`src/rtl/cla_seq_pkg.sv`:
```
// rtl/cla_seq_pkg.sv - shared types and helpers for the nibble-serial CLA adder controller
package cla_seq_pkg;

  typedef enum logic [1:0] {
    IDLE = 2'd0,
    RUN  = 2'd1,
    DONE = 2'd2
  } state_t;

  localparam int NIBBLE_W = 4;

  // Nibble index counter width; a single-nibble build still needs one bit.
  function automatic int cnt_w(input int nib);
    return (nib <= 2) ? 1 : $clog2(nib);
  endfunction

endpackage

```
`src/rtl/cla_seq_adder_ctrl_cla4.sv`:
```
// rtl/cla_seq_adder_ctrl_cla4.sv - 4-bit carry-lookahead adder slice with group propagate/generate
module cla_seq_adder_ctrl_cla4 (
  input  logic [3:0] a,
  input  logic [3:0] b,
  input  logic       cin,
  output logic [3:0] s,
  output logic       cout,
  output logic       p_g,
  output logic       g_g
);

  logic [3:0] p;
  logic [3:0] g;
  logic [4:0] c;

  assign p = a ^ b;
  assign g = a & b;

  assign c[0] = cin;
  assign c[1] = g[0] | (p[0] & cin);
  assign c[2] = g[1] | (p[1] & g[0]) | (p[1] & p[0] & cin);
  assign c[3] = g[2] | (p[2] & g[1]) | (p[2] & p[1] & g[0]) | (p[2] & p[1] & p[0] & cin);
  assign c[4] = g[3] | (p[3] & g[2]) | (p[3] & p[2] & g[1]) | (p[3] & p[2] & p[1] & g[0])
              | (p[3] & p[2] & p[1] & p[0] & cin);

  assign s    = p ^ c[3:0];
  assign cout = c[4];
  assign p_g  = &p;
  assign g_g  = g[3] | (p[3] & g[2]) | (p[3] & p[2] & g[1]) | (p[3] & p[2] & p[1] & g[0]);

endmodule

```
`src/rtl/cla_seq_adder_ctrl.sv`:
```
// rtl/cla_seq_adder_ctrl.sv - nibble-serial adder controller reusing one CLA slice; CLA_SEQ_ADDER_SUB_EN adds subtract
module cla_seq_adder_ctrl
  import cla_seq_pkg::*;
#(
  parameter int WIDTH = 16
) (
  input  logic             clk,
  input  logic             rst_n,
  input  logic             start,
`ifdef CLA_SEQ_ADDER_SUB_EN
  input  logic             sub,
`endif
  input  logic [WIDTH-1:0] a,
  input  logic [WIDTH-1:0] b,
  input  logic             cin,
  output logic             busy,
  output logic             done,
  output logic [WIDTH-1:0] sum,
  output logic             cout,
  output logic             prop_all
);

  localparam int NIB   = WIDTH / NIBBLE_W;
  localparam int IDX_W = cnt_w(NIB);
  localparam logic [IDX_W-1:0] LAST_IDX = IDX_W'(NIB - 1);

  state_t            state;
  logic [IDX_W-1:0]  idx;
  logic [WIDTH-1:0]  a_sh;
  logic [WIDTH-1:0]  b_sh;
  logic              carry;
  logic              prop_acc;

  logic [NIBBLE_W-1:0] nib_a;
  logic [NIBBLE_W-1:0] nib_b;
  logic [NIBBLE_W-1:0] nib_s;
  logic                nib_cout;
  logic                nib_p;
  logic                unused_g_g;

  assign nib_a = a_sh[idx*NIBBLE_W +: NIBBLE_W];
  assign nib_b = b_sh[idx*NIBBLE_W +: NIBBLE_W];

  cla_seq_adder_ctrl_cla4 u_cla4 (
    .a    (nib_a),
    .b    (nib_b),
    .cin  (carry),
    .s    (nib_s),
    .cout (nib_cout),
    .p_g  (nib_p),
    .g_g  (unused_g_g)
  );

  always_ff @(posedge clk or negedge rst_n) begin
    if (!rst_n) begin
      state    <= IDLE;
      idx      <= '0;
      a_sh     <= '0;
      b_sh     <= '0;
      carry    <= 1'b0;
      prop_acc <= 1'b0;
      sum      <= '0;
      cout     <= 1'b0;
      prop_all <= 1'b0;
      busy     <= 1'b0;
      done     <= 1'b0;
    end else begin
      case (state)
        IDLE: begin
          done <= 1'b0;
          if (start) begin
            a_sh     <= a;
`ifdef CLA_SEQ_ADDER_SUB_EN
            // Two's-complement subtract: invert b and force the initial carry.
            b_sh     <= sub ? ~b : b;
            carry    <= sub | cin;
`else
            b_sh     <= b;
            carry    <= cin;
`endif
            idx      <= '0;
            prop_acc <= 1'b1;
            sum      <= '0;
            busy     <= 1'b1;
            state    <= RUN;
          end
        end
        RUN: begin
          sum[idx*NIBBLE_W +: NIBBLE_W] <= nib_s;
          carry    <= nib_cout;
          prop_acc <= prop_acc & nib_p;
          idx      <= idx + 1'b1;
          if (idx == LAST_IDX) begin
            // Final carry/propagate are published as the FSM enters DONE.
            cout     <= nib_cout;
            prop_all <= prop_acc & nib_p;
            busy     <= 1'b0;
            done     <= 1'b1;
            state    <= DONE;
          end
        end
        DONE: begin
          done  <= 1'b0;
          state <= IDLE;
        end
        default: begin
          busy  <= 1'b0;
          done  <= 1'b0;
          state <= IDLE;
        end
      endcase
    end
  end

endmodule

```
`config.mk`:
```
export PLATFORM = sky130hd
export DESIGN_NAME = cla_seq_adder_ctrl
export DESIGN_NICKNAME = d
export VERILOG_FILES = /design/src/rtl/cla_seq_pkg.sv /design/src/rtl/cla_seq_adder_ctrl_cla4.sv /design/src/rtl/cla_seq_adder_ctrl.sv
export SDC_FILE = /design/constraint.sdc
export NUM_CORES = 1
export LEC_CHECK = 0
export ABC_AREA = 1
export CORE_MARGIN = 8
export CORE_UTILIZATION = 25
export DETAILED_ROUTE_END_ITERATION = 10
export PLACE_DENSITY = 0.57
export SLEW_MARGIN = 0
export SYNTH_ARGS = -nofsm -noshare
export SYNTH_HDL_FRONTEND = slang
export SYNTH_SLANG_ARGS = --single-unit
```
`constraint.sdc`:
```
create_clock -name clk -period 7 [get_ports clk]
set_clock_uncertainty 0.15 [all_clocks]
set_input_delay 1.4 -clock clk [delete_from_list [all_inputs] [get_ports clk]]
set_output_delay 1.4 -clock clk [all_outputs]
set_load 0.01 [all_outputs]
```
==> flow_metrics.env <==
export IMPL_outcome="complete, no violations"
export IMPL_rr_worst_depth=8
export IMPL_most_common_layout_cells="nand2_1 (132), dfrtp_1 (58), clkdlybuf4s50_1 (54)"
export IMPL_biggest_fanout_along_the_worst_timing_path=41
export IMPL_grt_setup_unrepaired="false"
export IMPL_place_detailed_instances=523
export IMPL_dr_first_iter_drc_count=127
export IMPL_area_sequential_mm2=0.00145
export IMPL_synthTopCellsByArea="dfrtp_1 (51%), nand2_1 (18%), ha_1 (4.4%)"
export IMPL_leakage_power_figure_nw=1.78
export IMPL_cts_htree_levels=3
export IMPL_die_h_um=122
export IMPL_die_area_mm2=0.0150
export IMPL_distinct_cells_synth=29
export IMPL_core_area_mm2=0.0112
export IMPL_detailedRoute_firstPassIterationCount=4
export IMPL_timing_fmax_mhz=292
export IMPL_finalWeightedCongestion=0.771
export IMPL_wl_mm=7.02
export IMPL_layout_filler_cells=1199
export IMPL_crit_type="input port to flop"
export IMPL_clock_root_buffer="clkbuf_16"
export IMPL_viasPerCell=4.24
export IMPL_final_nets=438
export IMPL_cts_buffers_inserted=9
export IMPL_routed_wire_length_per_instance_um=13.0
export IMPL_drive_above_1_share=0.106
export IMPL_drtAntennaViolNets=0
export IMPL_clk_transition_reported_paths_ps=50
export IMPL_mappedNetlistArea_mm2=0.00283
export IMPL_globalRouteOverflowTotal=0
export IMPL_core_rowCount=39
export IMPL_final_common_cell="nand2_1"
export IMPL_first_global_vias=2417
export IMPL_max_cap_violations=0
export IMPL_worst_hold_startpoint="a_sh[6]$_DFFE_PN0P_"
export IMPL_seq_power_share=0.301
export IMPL_endpoint_worst_hold="a_sh[6]$_DFFE_PN0P_"
export IMPL_boundaryPins=56
export IMPL_start_util=0.252
export IMPL_filler_free_cell_count_of_the_finished_design=538
export IMPL_synth_top_cell_by_area="dfrtp_1"
export IMPL_grt_max_degree=59
export IMPL_hold_depth=2
export IMPL_required_ps=7100
export IMPL_setup_worst_path_start_class="input port"
export IMPL_r2r_start="idx[0]$_DFFE_PN0P_"
export IMPL_syn_avg_cell_area_um2=8.41
export IMPL_post_cts_setup_buffer_count=0
export IMPL_timing_critical_path_arrival_ps=3530
export IMPL_setup_total_negative_slack_ps=0
export IMPL_detail_route_drc_violations=0
export IMPL_synth_seq_cells=58
export IMPL_insertedDiodeCount=0
export IMPL_flow_area_growth_from_synthesis_pct=32.8
export IMPL_yosys_area_top_type_share=0.514
export IMPL_dp_hpwl_mm=5.02
export IMPL_clock_tree_from_tritoncts="yes"
export IMPL_synthesized_instance_count=336
export IMPL_global_route_usage_total=0.100
export IMPL_startpoint="start"
export IMPL_antenna_violations_before_repair=0
export IMPL_finalCriticalPeriod_ps=3430
export IMPL_clock_power_share=0.198
export IMPL_p_switching_uw=867
export IMPL_ctsHoldBuffers=0
export IMPL_synth_edff_count=0
export IMPL_clk_path_buf_depth=2
export IMPL_ys_async_rst_share=1.00
export IMPL_clk_latency_ps=320
export IMPL_final_max_slew_viol_count=0
export IMPL_final_hold_viol_count=0
export IMPL_ys_seq_area_frac=0.514
export IMPL_power_density_mw_per_mm2=530
export IMPL_relSlewSlack=0.413
export IMPL_tightestPinTransition_ps=880
export IMPL_cts_sinks=58
export IMPL_post_cts_resized=0
export IMPL_num_vias=2279
export IMPL_holdCritPathClass="flop to flop"
export IMPL_r2r_end="sum[13]$_DFFE_PN0P_"
export IMPL_irDropWorstVdd_mv=0.207
export IMPL_yosys_warn_count=0
export IMPL_power_switching_fraction=0.435
export IMPL_worst_setup_path_end_kind="flop"
export IMPL_portBuffers=55
export IMPL_power_combinational_fraction=0.502
export IMPL_multi_input_comb_area_mm2=0.00119
export IMPL_die_w_um=122
export IMPL_worst_r2r_setup_slack_ps=4000
export IMPL_first_pass_grt_wire_length_mm=11.8
export IMPL_post_synth_net_total=383
export IMPL_ys_flop_type="dfrtp_1"
export IMPL_min_period_over_period=0.490
export IMPL_report_final_setup_viol=0
export IMPL_internal_power_mw=1.12
==> sequential cells by signal, summed over array words and instances, names as in the netlist, 2 cells and up <==
name	count
b_sh	16
a_sh	16
idx	2
state	2
sum	16
==> worst max-delay path: stages <==
cell and delay (ps):
clkdlybuf4s50_1 480, nand3_2 660, inv_2 760, nand2_1 110
nand3_1 110
==> per-stage QoR <==
stage	util	cell area [um^2]	power, mW	setup slack [ps]	hold slack, ps
after floorplan	-	2830	1.30	4780	294
final	0.335	3750	1.99	3570	323
after global placement	0.310	3480	1.59	3220	306
after global routing	0.335	3750	2.18	3280	343
after CTS	0.335	3750	2.02	3510	325
after detailed placement	0.310	3480	1.61	3180	312
==> worst max-delay path by stage <==
| stage | cells past startpoint | slack, ps | to |
|---|---|---|---|
| final | 5 | 3570 | carry$_DFFE_PN0P_ |
| after global routing | 5 | 3280 | b_sh[7]$_DFFE_PN0P_ |
| after CTS | 5 | 3510 | carry$_DFFE_PN0P_ |
| after detailed placement | 5 | 3180 | carry$_DFFE_PN0P_ |
| after global placement | 5 | 3220 | carry$_DFFE_PN0P_ |
| after floorplan | 11 | 4780 | sum[10]$_DFFE_PN0P_ |
==> metal layers <==
metal | global-route usage | part of all wire | up-vias
met1 | 0.121 | 0.47 | 1049
met5 | 0 | 0 | -
li1 | - | - | 1172
met4 | 0.0259 | 0.0041 | 0
met2 | 0.161 | 0.46 | 54
met3 | 0.0428 | 0.061 | 4
==> layout make-up <==
cell class	count	area share
multi-input cells	238	0.318
clock inverters	3	0.00400
well taps	143	0.0477
inverters	28	0.0280
repair buffers	56	0.147
clock buffers	12	0.0683
flip-flops and latches	58	0.387
==> cells by family (layout without fill, tap and decap cells) <==
family | count (synthesis) | after routing | synth area share
adders and majority gates | 11 | 11 | 0.0514
AOI/OAI and AO/OA | 45 | 45 | 0.0925
xor gates and xnor gates | 2 | 2 | 0.00886
DFF | 58 | 58 | 0.514
and+or+nand+nor | 180 | 180 | 0.270
buffers and inverters | 40 | 99 | 0.0637
==> power groups by stage <==
stage	clock network, mW	logic (mW)	registers (mW)
2_1_floorplan	0	0.719	0.583
3_3_place_gp	0	0.989	0.600
3_5_place_dp	0	1.01	0.605
4_1_cts	0.403	1.01	0.600
5_1_grt	0.423	1.13	0.623
6_report	0.394	0.999	0.599
==> cell usage after synthesis, types with 2 or more instances <==
master / count
inv_2: 8
buf_4: 4
o22ai_1: 11
buf_2: 6
o21ai_0: 16
o21ai_2: 4
nor3_2: 3
nand2_2: 4
inv_1: 19
nand4_1: 5
ha_1: 10
nand3_1: 7
o21ai_1: 10
o31ai_1: 2
nor2_4: 2
nor2_1: 23
nand3_2: 2
nand2_1: 132
dfrtp_1: 58
(Power assumes the default switching activity.)
